<file path="config.mk">
export PLATFORM = sky130hd
export DESIGN_NAME = if_fetch_stage
export DESIGN_NICKNAME = d
export VERILOG_FILES = /design/src/rtl/if_fetch_stage.sv
export SDC_FILE = /design/constraint.sdc
export NUM_CORES = 1
export LEC_CHECK = 0
export BUFFER_PORTS_ARGS = -buffer_cell sky130_fd_sc_hd__buf_2
export CELL_PAD_IN_SITES_DETAIL_PLACEMENT = 1
export CELL_PAD_IN_SITES_GLOBAL_PLACEMENT = 2
export CORE_MARGIN = 5
export CORE_UTILIZATION = 27
export CTS_CLUSTER_SIZE = 20
export DETAILED_ROUTE_END_ITERATION = 7
export PLACE_DENSITY = 0.82
export SYNTH_ARGS = -nofsm -noshare
export SYNTH_HDL_FRONTEND = slang
export SYNTH_SLANG_ARGS = --single-unit
</file>
<file path="constraint.sdc">
create_clock -name clk -period 2.4 [get_ports clk]
set_clock_uncertainty 0.05 [all_clocks]
set_input_delay 0.48 -clock clk [delete_from_list [all_inputs] [get_ports clk]]
set_output_delay 0.48 -clock clk [all_outputs]
set_load 0.02 [all_outputs]
</file>
<file path="src/rtl/if_fetch_stage.sv">
// Instruction-fetch stage: owns the PC, drives the instruction RAM and
// registers the same-cycle read data into the IF/ID pipeline register.
module if_fetch_stage #(
  parameter logic [31:0] RESET_PC = 32'h0000_0000,
  parameter int unsigned PC_STEP  = 4
) (
  input  logic        clk,
  input  logic        rst,
  input  logic        stall_if_i,
  input  logic        stall_id_i,
  input  logic        branch_flag_i,
  input  logic [31:0] branch_target_i,
  input  logic        flush_i,
  input  logic [31:0] new_pc_i,
  input  logic [31:0] inst_i,
  output logic        inst_ce_o,
  output logic [31:0] inst_addr_o,
  output logic [31:0] id_pc_o,
  output logic [31:0] id_inst_o,
  output logic        id_valid_o,
  output logic        id_adel_o,
  output logic [31:0] fetch_count_o
);

  localparam logic [31:0] PC_STEP_W = 32'(PC_STEP);

  function automatic logic is_misaligned(input logic [31:0] addr);
    is_misaligned = (addr[1:0] != 2'b00);
  endfunction

  logic [31:0] pc_r;
  logic        ce_r;
  logic [31:0] id_pc_r;
  logic [31:0] id_inst_r;
  logic        id_valid_r;
  logic        id_adel_r;
  logic [31:0] fetch_count_r;

  logic        misalign_s;
  logic        hold_s;
  logic        bubble_s;
  logic        capture_s;
  logic        fetch_ok_s;
  logic [31:0] pc_next_s;
  logic [31:0] id_pc_next_s;
  logic [31:0] id_inst_next_s;
  logic        id_valid_next_s;
  logic        id_adel_next_s;
  logic [31:0] fetch_count_next_s;

  assign misalign_s = is_misaligned(pc_r);
  assign hold_s     = stall_if_i | stall_id_i;
  // A stalled IF with a free ID hands decode a bubble rather than a duplicate.
  assign bubble_s   = flush_i | (stall_if_i & ~stall_id_i);
  assign capture_s  = ~flush_i & ~hold_s;
  assign fetch_ok_s = ce_r & ~misalign_s;

  // Next PC: startup hold, flush, stall, branch, then sequential step.
  always_comb begin
    pc_next_s = pc_r;
    if (!ce_r) begin
      pc_next_s = RESET_PC;
    end else if (flush_i) begin
      pc_next_s = new_pc_i;
    end else if (hold_s) begin
      pc_next_s = pc_r;
    end else if (branch_flag_i) begin
      pc_next_s = branch_target_i;
    end else begin
      pc_next_s = pc_r + PC_STEP_W;
    end
  end

  // Next IF/ID contents: bubble, hold, or capture of the current fetch.
  always_comb begin
    id_pc_next_s    = id_pc_r;
    id_inst_next_s  = id_inst_r;
    id_valid_next_s = id_valid_r;
    id_adel_next_s  = id_adel_r;
    if (bubble_s) begin
      id_pc_next_s    = 32'h0000_0000;
      id_inst_next_s  = 32'h0000_0000;
      id_valid_next_s = 1'b0;
      id_adel_next_s  = 1'b0;
    end else if (stall_id_i) begin
      id_pc_next_s    = id_pc_r;
      id_inst_next_s  = id_inst_r;
      id_valid_next_s = id_valid_r;
      id_adel_next_s  = id_adel_r;
    end else begin
      id_pc_next_s    = pc_r;
      id_inst_next_s  = fetch_ok_s ? inst_i : 32'h0000_0000;
      id_valid_next_s = ce_r;
      id_adel_next_s  = ce_r & misalign_s;
    end
  end

  // Fetch counter includes misaligned captures; they still occupy the ID slot.
  always_comb begin
    fetch_count_next_s = fetch_count_r;
    if (capture_s && ce_r) begin
      fetch_count_next_s = fetch_count_r + 32'd1;
    end else begin
      fetch_count_next_s = fetch_count_r;
    end
  end

  // PC and chip-enable state.
  always_ff @(posedge clk) begin
    if (rst) begin
      pc_r <= RESET_PC;
      ce_r <= 1'b0;
    end else begin
      pc_r <= pc_next_s;
      ce_r <= 1'b1;
    end
  end

  // IF/ID pipeline register and fetch counter.
  always_ff @(posedge clk) begin
    if (rst) begin
      id_pc_r       <= 32'h0000_0000;
      id_inst_r     <= 32'h0000_0000;
      id_valid_r    <= 1'b0;
      id_adel_r     <= 1'b0;
      fetch_count_r <= 32'h0000_0000;
    end else begin
      id_pc_r       <= id_pc_next_s;
      id_inst_r     <= id_inst_next_s;
      id_valid_r    <= id_valid_next_s;
      id_adel_r     <= id_adel_next_s;
      fetch_count_r <= fetch_count_next_s;
    end
  end

  assign inst_addr_o   = pc_r;
  assign inst_ce_o     = fetch_ok_s;
  assign id_pc_o       = id_pc_r;
  assign id_inst_o     = id_inst_r;
  assign id_valid_o    = id_valid_r;
  assign id_adel_o     = id_adel_r;
  assign fetch_count_o = fetch_count_r;

endmodule

</file>
# Word-level counts from Yosys, hierarchy flattened
# Index checks and enable logic that the tools add are counted.
# word_totals
romBits,0
in_bits,102
ff_bits,131
mem_count,0
latchBits,0
ramBits,0
word_cells,30
# classes
shift,0
n_reduce_logical,4
magnitude_cmp,0
n_div,0
mux,5
n_eq_ne,1
addsub,2
bitwise,11
mul,0
# op_table
operator,count
two-way mux 32 bit,4
"adder 32 x 1 -> 32 bit, second input constant",1
"adder 32 x 3 -> 32 bit, second input constant",1
inverter 1 bit,5
AND 1 bit,4
OR reduction 2 bit,2
"inequality test 2 bit, second input constant",1
OR 1 bit,2
nonzero test 2 bit,1
logical AND 1 bit,1
two-way mux 1 bit,1

# Longest topological paths before layout
# logic_depth
ltp_word,4
depth_mapped,8
ltp_nobuf,6

# Worst setup path after synthesis
# Ideal clock, no wire load.
# synth_timing
path_kind,input port to flip-flop
from,in stall_if_i
to,"reg fetch_count_r[29], in the netlist fetch_count_o[29]"
arrival_time_ps,1973
cell_stages,8
setup_time_ps,128
setup_slack_ps,249
path_cell_list,buf_6 > or4b_4 > buf_6 > nor4_4 > buf_6 > nand4_2 > xor2_1 > nor2_1
# synth_via
elab_chain_cells,4
# synth_lines
item,line_no,text
"start, declared",9,"input logic stall_if_i,"
OR 1 bit,52,assign hold_s = stall_if_i | stall_id_i;
inverter 1 bit,55,assign capture_s = ~flush_i & ~hold_s;
AND 1 bit,55,
logical AND 1 bit,101,if (capture_s && ce_r) begin
"end signal, assigned",132,fetch_count_r <= fetch_count_next_s;
"end, declared",37,logic [31:0] fetch_count_r;
# No other way between the ends.
# A chain may end at the register's enable or synchronous reset.

# Final worst setup path
# layout_timing
from,"reg pc_r[3], in the netlist inst_addr_o[3]"
to,"reg pc_r[28], in the netlist inst_addr_o[28]"
# layout_via
elab_chain_cells,4
# layout_lines
item,line_no,text
"start, declared",31,logic [31:0] pc_r;
"start signal, assigned",114,pc_r <= pc_next_s;
adder 32 x 3 -> 32 bit,70,pc_next_s = pc_r + PC_STEP_W;
two-way mux 32 bit,67,end else if (branch_flag_i) begin
two-way mux 32 bit,65,end else if (hold_s) begin
two-way mux 32 bit,63,end else if (flush_i) begin
# No other way between the ends. The select of a mux whose other input is x is not followed.

==> results.py <==
metrics = {
    "timing": {
        "min_period_ps": 2110,
        "worstMarginPinSlew_ps": 520,
        "setup_ws_ps": 286,
        "finalHoldViolCount": 0,
        "post-route-period-util_pct": 88.1,
        "relSlewSlack_pct": 65.0,
        "rsz0062_at_grt": "false",
        "fin_tns_setup_ps": 0,
        "final-setup-viol-count": 0,
        "drv_slew": 0,
        "fmax_mhz": 473,
    },
    "global_route": {
        "grtUsageTotal_pct": 17.9,
        "grt.overflow.total": 0,
        "antenna_found_initial": 6,
        "gr-max-usage-layer": "met2",
        "met1_usage_pct": 22.6,
        "first_global_vias": 6280,
        "grt_pass1_wl_um": 34700,
        "grtUsageMet2_pct": 29.6,
        "grt_use_met3_pct": 5.22,
        "grt_max_degree": 53,
    },
    "layout": {
        "syn2layout_area_growth_pct": 38.7,
        "layout_commonest_cell": "buf_2",
        "fin_nets": 1048,
        "utilization_pct": 37.7,
        "drive_gt1_share_pct": 33.2,
        "nFillCells": 2642,
        "layout_common_cells": "buf_2 (231), nor2_1 (141), dfxtp_1 (131)",
        "layout.cells.non_filler": 1239,
    },
    "critical_path": {
        "path_class": "flop to flop",
        "critPathCaptureType": "flop",
        "crit_path_start_kind": "flop",
        "cp.required_ps": 2660,
        "crit_arrival_ps": 2380,
        "path_max_fanout": 7,
    },
    "drt": {
        "drt-vias-per-instance": 4.96,
        "drtAntennaViolNets": 0,
        "drtIter0Drc": 255,
        "wl_per_cell_um": 18.5,
        "wirelength_um": 22900,
        "num_vias": 6142,
        "drc": 0,
        "drtPass1Iterations": 4,
    },
    "logic_synthesis": {
        "syn_nets": 804,
        "yosys_warnings": 0,
        "syn-cell-area_sq_mm": 0.00590,
        "yosys_most_used_dff": "dfxtp_1",
        "synth_enable_flop_cells": 0,
        "postSynth.asyncResetShare_pct": 0,
        "ys_seq_area_share_pct": 44.5,
        "syn_inst": 700,
        "postSynthAreaPerCell_sq_um": 8.42,
        "ys_ff_latch": 131,
        "synth_cell_type_count": 47,
    },
    "floorplan": {
        "rows": 54,
        "ios": 233,
        "core_area_sq_mm": 0.0217,
        "die-area_sq_mm": 0.0249,
        "die_y_um": 158,
        "die_w_um": 158,
        "start_util_pct": 27.2,
    },
    "cts": {
        "cts_root_buf": "clkbuf_16",
        "cts_tree": "built",
        "cts_hold_buf": 0,
        "clock_latency_ps": 420,
        "cts_buffers": 17,
        "htree_levels": 4,
        "clkSinkCount": 131,
        "post-cts-setup-buffer-count": 0,
        "clockBufferDepth": 2,
        "clk_pin_slew_ps": 60,
        "ctsResizeCount": 0,
    },
    "flow_run": {
        "max_cap_violations": 0,
    },
    "power": {
        "power_w": 0.00552,
        "p_leak_nw": 3.66,
        "irDropWorstVdd_mv": 0.402,
        "powerDensity_mw_per_mm2": 675,
    },
    "outcome": {
        "status": "finished, final reports clean",
    },
    "place": {
        "dpl.hpwl_um": 17100,
        "port_buffers": 232,
        "dp_cells": 1205,
        "gp_congestion": 0.828,
        "pre_cts_slack_ps": 109,
    },
    "hold_path": {
        "hp-class": "input port to flop",
    },
}
[critical path, stage by stage (launching register included)]
cell and delay (ps):
dfxtp_1 340, ha_1 180, nand4_1 260, nor4_4 580, and2_1 230, nand2_1 60, a221oi_1 310
[per-stage QoR]
step	hold slack [ps]	instance area, sq um
after global routing	225	8180
after CTS	212	8170
after floorplan	465	5900
after global placement	405	7560
after detailed placement	407	7560
final	238	8180
[synthesized netlist by cell type, types with 2 or more instances]
| master | instances | area [sq um] |
|---|---|---|
| nor2_1 | 141 | 529 |
| dfxtp_1 | 131 | 2620 |
| nand2_1 | 45 | 169 |
| mux2i_1 | 36 | 360 |
| a21oi_1 | 32 | 160 |
| a22oi_1 | 32 | 240 |
| clkbuf_1 | 32 | 120 |
| nand3_1 | 31 | 155 |
| o21ai_0 | 31 | 155 |
| xor2_1 | 27 | 236 |
| nand4_1 | 18 | 113 |
| nor3_1 | 15 | 75.1 |
| inv_1 | 11 | 41.3 |
| a211oi_1 | 10 | 75.1 |
| o22ai_1 | 9 | 56.3 |
| buf_1 | 8 | 30.0 |
| a221oi_1 | 7 | 61.3 |
| a311oi_1 | 6 | 52.6 |
| and3_1 | 5 | 31.3 |
| buf_2 | 5 | 25.0 |
| or3_1 | 5 | 31.3 |
| xnor2_1 | 5 | 43.8 |
| a31oi_1 | 4 | 25.0 |
| and2_1 | 4 | 25.0 |
| and4_1 | 4 | 35.0 |
| nand2b_1 | 4 | 25.0 |
| nor4_1 | 4 | 25.0 |
| o211ai_1 | 4 | 30.0 |
| o221ai_1 | 4 | 35.0 |
| or2_2 | 4 | 25.0 |
| buf_6 | 3 | 33.8 |
| nor4_4 | 3 | 63.8 |
| a41o_1 | 2 | 20.0 |
| ha_1 | 2 | 25.0 |
| nand3b_1 | 2 | 15.0 |
| nor2b_1 | 2 | 12.5 |
| o311ai_0 | 2 | 17.5 |
[path summary, 6_finish.rpt]
check	from	endpoint	slack, ps	cells after the start
setup / recovery	inst_addr_o[3]$_SDFFE_PP0P_	inst_addr_o[28]$_SDFFE_PP0P_	290	6
hold / removal	inst_i[8]	id_inst_o[8]$_SDFFE_PP0N_	240	3
setup reg to reg	inst_addr_o[3]$_SDFFE_PP0P_	inst_addr_o[28]$_SDFFE_PP0P_	290	6
hold reg to reg	id_valid_o$_SDFFE_PP0N_	id_valid_o$_SDFFE_PP0N_	410	2
[routing by layer]
layer,wire length (um),share of wire (%)
met1,9950,43
met3,1710,7.4
met5,48,0.21
met2,10900,48
met4,290,1.3
[final cells by class]
type	count	area [sq um]	share of cell area [%]
clock inverter	14	179	2.19
inverter	11	41.3	0.505
timing repair buffer	274	1530	18.7
multi-input combinational	509	3020	36.9
sequential	131	2620	32.1
antenna	2	5.00	0.0612
clock buffer	18	429	5.25
tap	280	350	4.28
[sequential cells by signal (all words and copies together) (netlist names)]
| signal | count |
|---|---|
| ce_r | 1 |
| fetch_count_o | 32 |
| id_adel_o | 1 |
| id_inst_o | 32 |
| id_pc_o | 32 |
| id_valid_o | 1 |
| inst_addr_o | 32 |
[report_power, final]
part           internal [W]  switching, W  total [W]
logic              0.000219      0.000327   0.000546
registers           0.00221     0.0000431    0.00226
clock network       0.00165       0.00106    0.00271
[cells by family (layout without fill, tap and decap cells)]
group	count (synthesis)	count (layout)	synth area share (%)
xor+xnor	32	32	4.75
other cells	0	2	0
buf+inv	60	317	4.37
mux	36	36	6.11
compound gates	148	148	16.5
fa+ha+maj	2	2	0.424
flops	131	131	44.5
simple gates	291	291	23.4
(Power assumes the default switching activity.)
